**config.mk**
```make
export PLATFORM = sky130hd
export DESIGN_NAME = xsimbus_rr_arbiter_flat
export DESIGN_NICKNAME = d
export VERILOG_FILES = /design/src/rtl/xsimbus_pkg.sv /design/src/rtl/xsimbus_rr_arbiter_if.sv /design/src/rtl/xsimbus_rr_picker.sv /design/src/rtl/xsimbus_rr_arbiter.sv /design/src/flat_wrapper.sv
export SDC_FILE = /design/constraint.sdc
export NUM_CORES = 1
export LEC_CHECK = 0
export ABC_AREA = 1
export CAP_MARGIN = 20
export CORE_AREA = 2 2 562 564
export DETAILED_ROUTE_END_ITERATION = 6
export DIE_AREA = 0 0 564 566
export PLACE_DENSITY_LB_ADDON = 0.2
export REMOVE_ABC_BUFFERS = 1
export SYNTH_ARGS = -nofsm -noshare
export SYNTH_HDL_FRONTEND = slang
export SYNTH_SLANG_ARGS = --single-unit
```
**constraint.sdc**
```tcl
create_clock -name clk -period 2.5 [get_ports clk]
set_input_delay 0.25 -clock clk [delete_from_list [all_inputs] [get_ports clk]]
set_output_delay 0.25 -clock clk [all_outputs]
set_load 0.005 [all_outputs]
```
**src/rtl/xsimbus_pkg.sv**
```systemverilog
// xsimbus_pkg: shared state encoding, bus direction constants and default device-ID width
package xsimbus_pkg;
  typedef enum logic [1:0] {IDLE, OWN, TURN} state_t;
  localparam logic RW_READ = 1'b0;
  localparam logic RW_WRITE = 1'b1;
  localparam int DEV_ID_W_DEF = 5;
endpackage

```
**src/rtl/xsimbus_rr_arbiter_if.sv**
```systemverilog
// xsimbus_rr_arbiter_if: master-side requests and arbitrated device-side bus of the xSimBus arbiter
interface xsimbus_rr_arbiter_if #(
  parameter int MASTERS = 4,
  parameter int ADDR_W = 32,
  parameter int DATA_W = 32,
  parameter int DEV_ID_W = xsimbus_pkg::DEV_ID_W_DEF
);
  localparam int MID_W = $clog2(MASTERS);
  localparam int NDEV = 2 ** DEV_ID_W;
  logic [MASTERS-1:0] req_in;
  logic [MASTERS-1:0] rw_in;
  logic [MASTERS*ADDR_W-1:0] addr_in;
  logic [MASTERS*DATA_W-1:0] wdata_in;
  logic [NDEV*DATA_W-1:0] dev_rdata_in;
  logic [MASTERS-1:0] grant_out;
  logic [MASTERS-1:0] hold_flag_out;
  logic [MID_W-1:0] master_id_out;
  logic [DEV_ID_W-1:0] device_id_out;
  logic [NDEV-1:0] dev_sel_out;
  logic [ADDR_W-1:0] addr_out;
  logic [DATA_W-1:0] wdata_out;
  logic rw_out;
  logic [DATA_W-1:0] rdata_out;
  logic busy_out;
  logic timeout_out;
  modport master (
    output req_in, rw_in, addr_in, wdata_in, dev_rdata_in,
    input grant_out, hold_flag_out, master_id_out, device_id_out, dev_sel_out,
    input addr_out, wdata_out, rw_out, rdata_out, busy_out, timeout_out
  );
  modport slave (
    input req_in, rw_in, addr_in, wdata_in, dev_rdata_in,
    output grant_out, hold_flag_out, master_id_out, device_id_out, dev_sel_out,
    output addr_out, wdata_out, rw_out, rdata_out, busy_out, timeout_out
  );
endinterface

```
**src/rtl/xsimbus_rr_picker.sv**
```systemverilog
// xsimbus_rr_picker: combinational rotating-priority picker, first requester at or after ptr wins
module xsimbus_rr_picker #(
  parameter int MASTERS = 4,
  parameter int MID_W = $clog2(MASTERS)
) (
  input  logic [MASTERS-1:0] req,
  input  logic [MID_W-1:0]   ptr,
  output logic [MASTERS-1:0] gnt,
  output logic [MID_W-1:0]   idx
);
  int best;
  always_comb begin
    gnt = '0;
    idx = '0;
    best = MASTERS;
    for (int i = 0; i < MASTERS; i++) begin
      if (req[i] && ((i + MASTERS - int'(ptr)) % MASTERS) < best) begin
        best = (i + MASTERS - int'(ptr)) % MASTERS;
        gnt = '0;
        gnt[i] = 1'b1;
        idx = MID_W'(i);
      end
    end
  end
endmodule

```
**src/rtl/xsimbus_rr_arbiter.sv**
```systemverilog
// xsimbus_rr_arbiter: round-robin xSimBus arbiter with address decode; XSIMBUS_TIMEOUT_EN adds forced release
module xsimbus_rr_arbiter #(
  parameter int MASTERS = 4,
  parameter int ADDR_W = 32,
  parameter int DATA_W = 32,
  parameter int DEV_ID_W = xsimbus_pkg::DEV_ID_W_DEF,
  parameter int TIMEOUT = 256
) (
  input logic clk,
  input logic rst,
  xsimbus_rr_arbiter_if.slave bus
);
  import xsimbus_pkg::*;
  localparam int MID_W = $clog2(MASTERS);
  localparam int NDEV = 2 ** DEV_ID_W;
  state_t state;
  logic [MASTERS-1:0] grant, pick_gnt;
  logic [MID_W-1:0] mid, pick_idx, rr_ptr;
  logic busy, tmo, granted, force_rel;
  logic [ADDR_W-1:0] addr;
  logic [DEV_ID_W-1:0] dev_id;
  xsimbus_rr_picker #(.MASTERS(MASTERS), .MID_W(MID_W)) picker (
    .req(bus.req_in),
    .ptr(rr_ptr),
    .gnt(pick_gnt),
    .idx(pick_idx)
  );
`ifdef XSIMBUS_TIMEOUT_EN
  localparam int CW = $clog2(TIMEOUT);
  logic [CW-1:0] cnt;
  // counter is zero outside OWN, so the limit can only match during an ownership
  always_ff @(posedge clk)
    cnt <= (rst || state != OWN || !bus.req_in[mid] || force_rel) ? '0 : cnt + 1'b1;
  assign force_rel = cnt == CW'(TIMEOUT - 1);
`else
  logic unused_timeout;
  assign unused_timeout = ^TIMEOUT;
  assign force_rel = 1'b0;
`endif
  always_ff @(posedge clk) begin
    if (rst) begin
      state <= IDLE;
      grant <= '0;
      mid <= '0;
      rr_ptr <= '0;
      busy <= 1'b0;
      tmo <= 1'b0;
    end else begin
      tmo <= 1'b0;
      case (state)
        IDLE: if (|bus.req_in) begin
          grant <= pick_gnt;
          mid <= pick_idx;
          busy <= 1'b1;
          state <= OWN;
        end
        OWN: if (!bus.req_in[mid] || force_rel) begin
          grant <= '0;
          mid <= '0;
          busy <= 1'b0;
          tmo <= force_rel && bus.req_in[mid];
          rr_ptr <= (mid == MID_W'(MASTERS - 1)) ? '0 : mid + 1'b1;
          state <= TURN;
        end
        default: state <= IDLE;
      endcase
    end
  end
  assign granted = |grant;
  assign addr = granted ? bus.addr_in[int'(mid)*ADDR_W +: ADDR_W] : '0;
  assign dev_id = addr[ADDR_W-1 -: DEV_ID_W];
  assign bus.grant_out = grant;
  assign bus.hold_flag_out = bus.req_in & ~grant;
  assign bus.master_id_out = mid;
  assign bus.device_id_out = dev_id;
  assign bus.dev_sel_out = granted ? NDEV'(1) << dev_id : '0;
  assign bus.addr_out = addr;
  assign bus.wdata_out = granted ? bus.wdata_in[int'(mid)*DATA_W +: DATA_W] : '0;
  assign bus.rw_out = granted ? bus.rw_in[mid] : RW_READ;
  assign bus.rdata_out = granted ? bus.dev_rdata_in[int'(dev_id)*DATA_W +: DATA_W] : '0;
  assign bus.busy_out = busy;
  assign bus.timeout_out = tmo;
endmodule

```
**src/flat_wrapper.sv**
```systemverilog
// flat-port wrapper written by rule: the top's interface ports become plain ports
module xsimbus_rr_arbiter_flat import xsimbus_pkg::*;
#(
  parameter int MASTERS = 4,
  parameter int ADDR_W = 32,
  parameter int DATA_W = 32,
  parameter int DEV_ID_W = xsimbus_pkg::DEV_ID_W_DEF,
  parameter int TIMEOUT = 256
)
  (clk, rst, bus_req_in, bus_rw_in, bus_addr_in, bus_wdata_in, bus_dev_rdata_in, bus_grant_out, bus_hold_flag_out, bus_master_id_out, bus_device_id_out, bus_dev_sel_out, bus_addr_out, bus_wdata_out, bus_rw_out, bus_rdata_out, bus_busy_out, bus_timeout_out);
  xsimbus_rr_arbiter_if #(.MASTERS(MASTERS), .ADDR_W(ADDR_W), .DATA_W(DATA_W), .DEV_ID_W(DEV_ID_W)) bus_i ();
  input logic clk;
  input logic rst;
  input wire logic [$bits(bus_i.req_in)-1:0] bus_req_in;
  input wire logic [$bits(bus_i.rw_in)-1:0] bus_rw_in;
  input wire logic [$bits(bus_i.addr_in)-1:0] bus_addr_in;
  input wire logic [$bits(bus_i.wdata_in)-1:0] bus_wdata_in;
  input wire logic [$bits(bus_i.dev_rdata_in)-1:0] bus_dev_rdata_in;
  output wire logic [$bits(bus_i.grant_out)-1:0] bus_grant_out;
  output wire logic [$bits(bus_i.hold_flag_out)-1:0] bus_hold_flag_out;
  output wire logic [$bits(bus_i.master_id_out)-1:0] bus_master_id_out;
  output wire logic [$bits(bus_i.device_id_out)-1:0] bus_device_id_out;
  output wire logic [$bits(bus_i.dev_sel_out)-1:0] bus_dev_sel_out;
  output wire logic [$bits(bus_i.addr_out)-1:0] bus_addr_out;
  output wire logic [$bits(bus_i.wdata_out)-1:0] bus_wdata_out;
  output wire logic [$bits(bus_i.rw_out)-1:0] bus_rw_out;
  output wire logic [$bits(bus_i.rdata_out)-1:0] bus_rdata_out;
  output wire logic [$bits(bus_i.busy_out)-1:0] bus_busy_out;
  output wire logic [$bits(bus_i.timeout_out)-1:0] bus_timeout_out;
  assign bus_i.req_in = bus_req_in;
  assign bus_i.rw_in = bus_rw_in;
  assign bus_i.addr_in = bus_addr_in;
  assign bus_i.wdata_in = bus_wdata_in;
  assign bus_i.dev_rdata_in = bus_dev_rdata_in;
  assign bus_grant_out = bus_i.grant_out;
  assign bus_hold_flag_out = bus_i.hold_flag_out;
  assign bus_master_id_out = bus_i.master_id_out;
  assign bus_device_id_out = bus_i.device_id_out;
  assign bus_dev_sel_out = bus_i.dev_sel_out;
  assign bus_addr_out = bus_i.addr_out;
  assign bus_wdata_out = bus_i.wdata_out;
  assign bus_rw_out = bus_i.rw_out;
  assign bus_rdata_out = bus_i.rdata_out;
  assign bus_busy_out = bus_i.busy_out;
  assign bus_timeout_out = bus_i.timeout_out;
  xsimbus_rr_arbiter #(.MASTERS(MASTERS), .ADDR_W(ADDR_W), .DATA_W(DATA_W), .DEV_ID_W(DEV_ID_W), .TIMEOUT(TIMEOUT)) u_core (.clk(clk), .rst(rst), .bus(bus_i));
endmodule
```
==> metrics, run 1 <==
number of max-cap violations=0; post-synthesis sequential area ratio=1.26%; Overflow after GRT=0; min Tclk post-route=2.97 ns; largest stage delay on the critical path=0.43 ns; synthesized area=17400 um^2; status=complete, but fails checks; Final nets=6975; hold path depth=2; crit share post-route=119%; Cell Count, Final, Fillers Out=9874; Area growth syn-to-layout=164%; Clk pwr share=1.0%; worst flop-to-flop path endpoint=u_core.bus.grant_out[3]; Reg power frac=0.8%; Final Wtd Congestion=0.868; Clock Path Buffers=2; Die Span Y=roughly 570 um; Register Area=234 um^2; pwr dens=637 nW/um^2; commonest cells after routing, fill and taps aside=clkdlybuf4s50_1 (1312), nand2_1 (1230), inv_1 (784); placed cell count=9627; vias=about 33000; CTS buffer count=3; CP top delay family=buffers and inverters; Hold EP=u_core.bus.busy_out; CP max FO=8; buffers and inverters on the worst path=7; worst setup margin=-0.472 ns; RSZ-0062 raised after global routing=yes; clk sinks=11; Slew headroom=60.2%; switching pwr=roughly 16000 uW; Fmax=336 MHz; layout cells sized above 1=20.0%; FF-to-FF Start=u_core.rr_ptr[1]; Detail Route Antenna Nets=0; Routed WL=around 230000 um; DP Wirelength=188000 um; gr usage total=13.5%; leakage=0.0220 uW; initial DRC count=around 2000; Pint=13300 uW; die width=564 um; Worst EP required=2.25 ns; initial antenna violation count=113; VDD IR max=0.343 mV; Root Buffer=clkbuf_16; die area=319000 um^2; Remaining DRCs=0; failing checks=setup timing; Multi-input gate area=roughly 15000 um^2; drt wl/cell=23.6 um; Synth Instances=3996; clock latency on the worst-skew pair=0.24 ns; Initial Util=roughly 5.6%; number of I/O port buffers=1434; H-tree depth=1; Rows=~200; Max Slew Vio Count=0; CP max-delay cell=dfxtp_4; Final setup viols=58; Sw Share=a little over half; Critical Path Start Type=flop; Hold Crit Start=u_core.bus.busy_out; Critical Path AT=2.72 ns; Core Region=approximately 310000 um^2; First-pass DRT Iterations=5; slew at the pin closest to its max-slew limit=0.595 ns; Syn Area/Cell=~4.4 um^2; vias in the first global route=33923; Synth Register Bits=11; crit end category=output pin; fillers=between 30000 and 40000; count of different cell masters after synthesis=31; TritonCTS clock tree=yes; Tightest Hold Check Type=reg2reg; Hold Vio Cnt, Final=0; R2R setup slack=-0.08 ns; post-layout util=about 15%; first-pass GRT wire length=about 300000 um; combinational power share=a little over nine tenths; largest net degree at the start of global routing=61; CTS Hold Buffers Added=0; Crit Path Category=reg2out; Clock transition at path regs=0.04 ns; I/O pin count=1436; commonest non-fill, non-tap cell in the layout=clkdlybuf4s50_1; Top cell by count, worst path=buf_12; Layout Skew=0.00132 ns; Vias/cell=approximately 3.3; synth warn=0; reg2reg path depth=20; Placement Setup Slack=-1.22 ns; CP cell instances=nand2_2 -> nand3_4 -> nand3_4 -> buf_12 -> buf_12 -> buf_12 -> buf_16 -> buf_12 -> buf_16 -> o21ai_4 -> nand2_2 -> nand3_2 -> nand3_2 -> nand3_2 -> nand2_2 -> buf_12
worst max path at each step:
stage / startpoint / to / slack (ns) / cells past startpoint
final: u_core.bus.master_id_out[0] / bus_rdata_out[11] / -0.47 / 16
after CTS: u_core.bus.master_id_out[0] / bus_rdata_out[16] / -0.58 / 18
after floorplan: u_core.bus.master_id_out[0] / bus_dev_sel_out[10] / -10.37 / 8
after global routing: u_core.bus.master_id_out[0] / bus_rdata_out[16] / -0.58 / 17
after detailed placement: bus_addr_in[91] / bus_rdata_out[28] / -1.22 / 14
after global placement: bus_addr_in[91] / bus_rdata_out[23] / -1.26 / 15
logic make-up (layout without fill, tap and decap cells):
kind of cell | Yosys count | count (layout) | share of synthesized area [%]
AO/OA/AOI/OAI | 459 | 459 | 13.3
adder cells (fa/ha/maj) | 3 | 3 | 0.215
buffers and inverters | 1128 | 2813 | 26.3
flip-flops | 11 | 11 | 1.26
other | 1 | 34 | 0.0215
AND/OR/NAND/NOR | 2394 | 2394 | 59.0
power by group through the flow:
stage / Clock [uW] / Sequential (uW) / Combinational (uW)
2_1_floorplan: 0 / 367 / 8860
3_3_place_gp: 0 / 244 / 22400
3_5_place_dp: 0 / 244 / 22300
4_1_cts: 306 / 244 / 27300
5_1_grt: 313 / 256 / 31100
6_report: 296 / 249 / 28800
metal layers:
| layer | routed length (um) | global-route usage, % | vias to the layer above |
|---|---|---|---|
| met4 | 4730 | 2.07 | 60 |
| met5 | 390 | 0 | - |
| met3 | 15600 | 3.16 | 218 |
| met2 | 120000 | 25.4 | 1308 |
| li1 | - | - | 15820 |
| met1 | 93000 | 15.5 | 15410 |
tightest hold or removal path, cell delays in order (launching register included):
cell and delay [ns]:
dfxtp_1 0.31, nand2_1 0.06, a21oi_1 0.05
cell usage after synthesis:
library cell	count	area share, %
nor2_1	290	6.2
buf_1	25	0.54
nand3_2	4	0.23
conb_1	1	0.022
buf_4	37	1.6
nor3_2	2	0.11
nand2_1	1367	29
buf_2	140	4.0
inv_1	789	17
nand2_2	2	0.072
a211oi_1	1	0.043
inv_4	1	0.036
a22oi_1	1	0.043
nand3_1	467	13
dfxtp_1	11	1.3
buf_6	1	0.065
a21oi_1	72	2.1
o21ai_0	263	7.5
nor2_2	1	0.036
o21ai_1	119	3.4
nand3_4	1	0.10
nand4_1	257	9.2
nor2_4	1	0.065
clkbuf_2	20	0.57
ha_1	3	0.22
nor3_1	2	0.057
inv_2	6	0.13
o22ai_1	1	0.036
a32o_1	1	0.057
clkbuf_1	109	2.3
a21boi_0	1	0.043
state kept, by name, indices dropped and copies added, names as in the netlist:
signal                    count
u_core.bus.busy_out           1
u_core.rr_ptr                 2
u_core.bus.grant_out          4
u_core.state                  2
u_core.bus.master_id_out      2
what timing repair did:
item / 4_1_cts / 5_1_grt
endpoints found under the setup margin: 140 / 115
gates cloned: 42 / 18
resized for setup: 805 / 425
pin swaps: 107 / 106
buffers inserted: 117 / 53
cell type report:
| cell class | instances | share of cell area (%) |
|---|---|---|
| Tap cell | 4160 | 11.3 |
| Inverter | 796 | 6.60 |
| Multi-Input combinational cell | 2857 | 33.1 |
| Sequential cell | 11 | 0.508 |
| Antenna cell | 33 | 0.179 |
| Timing Repair Buffer | 2013 | 48.2 |
| Clock buffer | 4 | 0.171 |
stage by stage:
stage | TNS (ns) | instance area (um^2) | power [uW] | hold WS, ns
2_1_floorplan | -832.23 | 15800 | 9220 | 0.319
3_3_place_gp | -55.31 | 39300 | 22600 | 0.459
3_5_place_dp | -54.68 | 39300 | 22500 | 0.464
4_1_cts | -17.67 | 43700 | 27800 | 0.477
5_1_grt | -22.82 | 46000 | 31700 | 0.488
6_report | -14.75 | 46000 | 29300 | 0.470
No activity file was read; power rests on OpenSTA's default activity.
==> run 2: changes to the inputs <==
--- a/config.mk
+++ b/config.mk
@@ -7,11 +7,12 @@
 export LEC_CHECK = 0
 export ABC_AREA = 1
 export CAP_MARGIN = 20
-export CORE_AREA = 2 2 562 564
+export CORE_AREA = 2 2 567 569
 export DETAILED_ROUTE_END_ITERATION = 6
-export DIE_AREA = 0 0 564 566
+export DIE_AREA = 0 0 569 571
 export PLACE_DENSITY_LB_ADDON = 0.2
 export REMOVE_ABC_BUFFERS = 1
 export SYNTH_ARGS = -nofsm -noshare
 export SYNTH_HDL_FRONTEND = slang
+export SYNTH_HIERARCHICAL = 1
 export SYNTH_SLANG_ARGS = --single-unit
==> metrics, run 2 <==
Post-DP Area=39300 um^2 (about the same); die width=569 um (+0.89%); synth top area cells=nand2_1 (29%), inv_1 (17%), nand3_1 (13%); Hold Vio Cnt, Final=0 (unchanged); Cell Count, Final, Fillers Out=9947 (+0.74%); main combinational cell family by area after synthesis=simple AND/OR/NAND/NOR gates; failing checks=setup timing; CTS buffer count=3 (unchanged); status=complete, but fails checks; Initial Util=5.56% (about the same); Top cell by count, worst path=buf_12; vias=33001 (+0.56%); crit end category=output pin; initial DRC count=1632 (-18%); Synth Area in XOR/XNOR=0% (unchanged); Rows=208 (+0.97%); Post-Synth Adder-Cell Area=0.211% (-0.0039 points); CP cell instances=buf_8 -> nand2_4 -> nand3_4 -> nand3_4 -> buf_12 -> buf_12 -> buf_16 -> buf_6 -> buf_16 -> o21ai_0 -> nand2_1 -> nand3_1 -> nand3_2 -> nand3_2 -> nand2_4 -> buf_12; Post-Synth Simple-Gate Area=58.4% (-0.58 points); Synth Instances=4008 (+0.30%); Detail Route Antenna Nets=0 (unchanged); number of I/O port buffers=1434 (unchanged); initial antenna violation count=115 (+1.8%); Final setup viols=57 (-1.7%); slew at the pin closest to its max-slew limit=0.620 ns (+0.0249 ns); EDFF count, synth=0 (unchanged); Final Wtd Congestion=0.878 (+1.1%); Register Area=231 um^2 (-1.1%); Core Region=319000 um^2 (+1.9%); cell taking the most area after synthesis=nand2_1; worst hold slack=0.491 ns (+0.0208 ns); first-pass GRT wire length=297000 um (-0.15%); Post-synth top flop=dfxtp_1; Root Buffer=clkbuf_16; Critical Path AT=2.66 ns (-0.06 ns); First-pass DRT Iterations=7 (+2); Fmax=344 MHz (+2.2%); Area growth syn-to-layout=163%; Critical Path Start Type=flop; Routed WL=232000 um (-0.67%); Power Total=48900 uW (+67%); CTS Hold Buffers Added=0 (unchanged); synthesized area=17800 um^2 (+1.8%); Clock Path Buffers=2 (unchanged); die area=325000 um^2 (+1.8%); drt wl/cell=23.3 um (-1.4%); Remaining DRCs=0 (unchanged); min Tclk post-route=2.91 ns (-0.0641 ns); most numerous cell in the Yosys netlist=nand2_1; clk sinks=11 (unchanged); Crit Path Category=reg2out; Tightest Hold Check Type=reg2reg; H-tree depth=1 (unchanged); I/O pin count=1436 (unchanged); Synth Area in Compound Gates=12.9% (-0.35 points); Post-synth top cells=nand2_1 (1372), inv_1 (792), nand3_1 (466), nor2_1 (290), nand4_1 (256); clock latency on the worst-skew pair=0.24 ns (about the same); count of different cell masters after synthesis=30 (-3.2%); DP Wirelength=186000 um (-0.78%); Multi-input gate area=15100 um^2 (-0.82%); Die Span Y=571 um (+0.88%); Slew headroom=58.2% (-2.0 points); post-layout util=14.6% (-0.040 points); Final nets=7010 (+0.50%); FFs w/ async S/R, synth=0% (unchanged); pwr dens=1040 nW/um^2 (+64%); crit share post-route=116% (-2.6 points); number of max-cap violations=0 (unchanged); Vias/cell=3.32 (-0.17%); buffers and inverters on the worst path=7 (unchanged); post-synthesis mux area share=0% (unchanged); largest net degree at the start of global routing=62 (+1.6%); leakage=0.0222 uW (+0.97%); vias in the first global route=33774 (-0.44%); commonest non-fill, non-tap cell in the layout=clkdlybuf4s50_1; VDD IR max=0.579 mV (+69%); max reg flops=4 (unchanged); CP top delay family=buffers and inverters; design area=46800 um^2 (+1.6%); Syn Area/Cell=4.43 um^2 (+1.5%); placed cell count=9662 (+0.36%); worst setup margin=-0.408 ns (+0.0641 ns); CP max FO=15 (+7); CP max-delay cell=dfxtp_4; fillers=37264 (+1.4%); RSZ-0062 raised after global routing=yes; share of the synthesized area in the top cell type=29.0% (-0.42 points); commonest cells after routing, fill and taps aside=clkdlybuf4s50_1 (1319), nand2_1 (1234), inv_1 (785); TritonCTS clock tree=yes; largest stage delay on the critical path=0.39 ns (-0.04 ns); layout cells sized above 1=21.1% (+1.1 points); Worst EP required=2.25 ns (about the same); gr usage total=13.3% (-0.23 points); synth warn=6 (+6); Synth Register Bits=11 (unchanged); Max Slew Vio Count=0 (unchanged); post-synthesis sequential area ratio=1.24% (-0.023 points); Clock transition at path regs=0.04 ns (about the same); Layout Skew=0.00105 ns (-0.000267 ns); R2R setup slack=0.05 ns (+0.13 ns); Overflow after GRT=0 (unchanged)
-- run 2: cell count changes in the layout (fill, tap and decap cells not counted), sizes merged, moves of 2 or more --
cell,previous run,this run
clkdlybuf4s50,1312,1319
clkbuf,26,41
nand2,1369,1379
diode,33,31
buf,620,638
o21ai,382,380
inv,794,797
a21oi,72,74
dlymetal6s2s,32,29
dlygate4sd2,18,4
-- run 2: layout make-up --
cell class / instances / share of cell area (%)
Timing Repair Buffer: 2035 / 49.0
Multi-Input combinational cell: 2865 / 32.3
Tap cell: 4200 / 11.2
Inverter: 800 / 6.60
Sequential cell: 11 / 0.495
Clock buffer: 4 / 0.169
Antenna cell: 31 / 0.166
Timing Repair inverter: 1 / 0.0642
-- run 2: routing by layer --
layer,share of wire (%),GRT usage (%),wire length (um)
met5,0.17,0,399
met2,52,25.2,120000
met4,2.2,2.03,5080
met3,6.7,2.78,15500
met1,39,15.2,90700
-- run 2: where the power goes --
| part | switching (uW) | total, uW | internal (uW) |
|---|---|---|---|
| clock | 80.5 | 295 | 214 |
| combinational | 26400 | 48200 | 21800 |
| sequential | 65.7 | 315 | 250 |
-- run 2: logic make-up after synthesis --
| group | Yosys count |
|---|---|
| AOI/OAI and AO/OA | 456 |
| adders and majority gates | 3 |
| buffers and inverters | 1132 |
| DFF | 11 |
| other | 1 |
| and+or+nand+nor | 2405 |
-- run 2: final timing paths --
check                               from                 endpoint  cells after the start
max          u_core/bus.master_id_out[0]         bus_rdata_out[1]                     16
min                  u_core/bus.busy_out      u_core/bus.busy_out                      2
max reg2reg             u_core/rr_ptr[0]  u_core/bus.grant_out[1]                     21
min reg2reg          u_core/bus.busy_out      u_core/bus.busy_out                      2
-- run 2: timing repair --
item	CTS	global route
resized for setup	722	586
buffers inserted	114	86
gates cloned	40	31
pin swaps	100	154
endpoints found under the setup margin	140	116
-- run 2: through the flow --
step                      setup WS [ns]  TNS [ns]
after CTS                        -0.479    -27.88
after floorplan                  -10.93   -882.31
after global placement            -1.52    -66.82
after global routing             -0.539    -21.44
final                            -0.408    -12.85
after detailed placement          -1.52    -68.29
-- run 2: tightest hold or removal path, stage by stage, from the launching register on --
cell and delay, ns:
dfxtp_1 0.31, nand2_1 0.07, a21oi_1 0.06
==> run 3: changes to the inputs <==
--- a/config.mk
+++ b/config.mk
@@ -10,6 +10,7 @@
 export CORE_AREA = 2 2 567 569
 export DETAILED_ROUTE_END_ITERATION = 6
 export DIE_AREA = 0 0 569 571
+export MAX_ROUTING_LAYER = met4
 export PLACE_DENSITY_LB_ADDON = 0.2
 export REMOVE_ABC_BUFFERS = 1
 export SYNTH_ARGS = -nofsm -noshare
==> metrics, run 3 (synthesis results as in run 2) <==
status=complete, but fails checks; failing checks=DRC, setup timing; Overflow after GRT=0 (unchanged); H-tree depth=1 (unchanged); Final setup viols=61 (+7.0%); initial DRC count=1607 (-1.5%); Final Wtd Congestion=0.892 (+1.7%); met1 wire length=91900 um (+1.3%); Root Buffer=clkbuf_16; Hold Vio Cnt, Final=0 (unchanged); I/O pin count=1436 (unchanged); Critical Path AT=2.62 ns (-0.04 ns); CP top delay family=buffers and inverters; vias=32698 (-0.92%); first-pass GRT wire length=299000 um (+0.85%); min Tclk post-route=2.87 ns (-0.0427 ns); crit end category=output pin; Routed WL=230000 um (-0.81%); commonest cells after routing, fill and taps aside=clkdlybuf4s50_1 (1308), nand2_1 (1249), inv_1 (789); largest net degree at the start of global routing=55 (-11%); Max Slew Vio Count=0 (unchanged); Clock Path Buffers=2 (unchanged); clk sinks=11 (unchanged); die width=569 um (unchanged); CP cell instances=buf_12 -> buf_6 -> nand2_2 -> nand3_2 -> nand2_4 -> nor2_4 -> buf_12 -> inv_16 -> buf_16 -> buf_16 -> buf_16 -> buf_4 -> nand2_1 -> nand3_2 -> nand3_2 -> nand3_1 -> nand2_2 -> buf_12; CP max-delay cell=dfxtp_4; TritonCTS clock tree=yes; crit share post-route=115% (-1.7 points); gr usage total=13.8% (+0.48 points); Critical Path Start Type=flop; fillers=37312 (+0.13%); buffers and inverters on the worst path=9 (+2); met3 wire len=14700 um (-5.6%); Fmax=349 MHz (+1.5%); leakage=0.0216 uW (-2.8%); die area=325000 um^2 (unchanged); Slew headroom=53.1% (-5.2 points); CTS Hold Buffers Added=0 (unchanged); clock latency on the worst-skew pair=0.24 ns (about the same); Area growth syn-to-layout=158%; Final nets=6952 (-0.83%); First-pass DRT Iterations=7 (unchanged); met2 wire len=119000 um (-0.81%); Die Span Y=571 um (unchanged); worst setup margin=-0.366 ns (+0.0427 ns); pwr dens=1020 nW/um^2 (-2.0%); Worst EP required=2.25 ns (about the same); Layout Skew=0.00501 ns (+0.00396 ns); Tightest Hold Check Type=reg2reg; VDD IR max=0.414 mV (-28%); Remaining DRCs=2 (+2); Setup Total Neg Slack=-13.23 ns (-0.383 ns); vias in the first global route=33947 (+0.51%); uppermost routed layer=met4; initial antenna violation count=124 (+7.8%); number of max-cap violations=0 (unchanged); Crit Path Category=reg2out; slew at the pin closest to its max-slew limit=0.697 ns (+0.0771 ns); worst hold slack=0.483 ns (-0.00803 ns); number of I/O port buffers=1434 (unchanged); DP Wirelength=187000 um (+0.48%); Initial Util=5.56% (unchanged); drt wl/cell=23.1 um (-0.85%); Detail Route Antenna Nets=0 (unchanged); commonest non-fill, non-tap cell in the layout=clkdlybuf4s50_1; Core Region=319000 um^2 (unchanged); largest stage delay on the critical path=0.36 ns (-0.03 ns); max reg flops=4 (unchanged); Power Total=46900 uW (-3.9%); CP max FO=8 (-7); Vias/cell=3.29 (-0.96%); layout cells sized above 1=18.7% (-2.4 points); RSZ-0062 raised after global routing=yes; CTS buffer count=3 (unchanged); Rows=208 (unchanged); Clock transition at path regs=0.05 ns (about the same)
==> run 3: metrics by stage <==
stage          std cells  setup WS (ns)  instance area (um^2)  util [%]
2_1_floorplan       3676         -10.93                 15900         -
3_3_place_gp        9642          -1.40                 39300      12.3
3_5_place_dp        9642          -1.41                 39300      12.3
4_1_cts             9794         -0.566                 43800      13.7
5_1_grt             9945         -0.490                 45800      14.3
6_report            9951         -0.366                 45800      14.3
==> run 3: path summary, 6_finish.rpt <==
check / startpoint / endpoint / slack (ns) / depth (start not counted)
max: u_core/bus.master_id_out[0] / bus_rdata_out[14] / -0.37 / 18
min reg2reg: u_core/bus.busy_out / u_core/bus.busy_out / 0.48 / 2
min: u_core/bus.busy_out / u_core/bus.busy_out / 0.48 / 2
max reg2reg: u_core/rr_ptr[1] / u_core/bus.grant_out[1] / 0 / 21
==> run 3: layout make-up <==
cell class	instances	area (um^2)	area share (%)
Clock inverter	1	5.00	0.0109
Tap cell	4200	5260	11.5
Inverter	800	3060	6.68
Antenna cell	93	233	0.508
Clock buffer	3	75.1	0.164
Sequential cell	11	230	0.503
Multi-Input combinational cell	2865	14800	32.4
Timing Repair Buffer	1978	22100	48.3
==> run 3: worst reg2reg max path: stages (launching register included) <==
cell and delay (ns):
dfxtp_2 0.32, inv_2 0.06, buf_4 0.10, nor2_1 0.03, nor2_1 0.16, nor2_2 0.06, a21oi_2 0.16, ha_1 0.25
inv_1 0.05, nor2_1 0.04, nand2_2 0.08, nand3_4 0.07, nand2_1 0.08, o21ai_1 0.07, ha_1 0.29, o21a_1 0.11
nand2_2 0.08, nand3_4 0.10, nand2_2 0.09, inv_1 0.04, nand2_1 0.07, a21oi_1 0.06
==> run 3: where the power goes <==
| group | internal [uW] | leakage [uW] | switching (uW) | total [uW] |
|---|---|---|---|---|
| clock | 212 | 0.0000415 | 86.5 | 299 |
| combinational | 20600 | 0.0214 | 25700 | 46300 |
| sequential | 248 | 0.0000931 | 62.0 | 310 |
| total | 21100 | 0.0216 | 25800 | 46900 |
==> run 3: metal layers <==
layer / up-vias / GRT usage [%]
met2: 1263 / 25.1
met1: 15410 / 15.3
li1: 15874 / -
met4: 0 / 2.73
met3: 151 / 2.95
met5: - / -
==> run 3: repair_timing <==
item,CTS,global route
hold endpoints to repair,0,0
pin swaps,109,133
resized for setup,784,308
cloned,44,18
endpoints found under the setup margin,129,99
buffers inserted,112,61
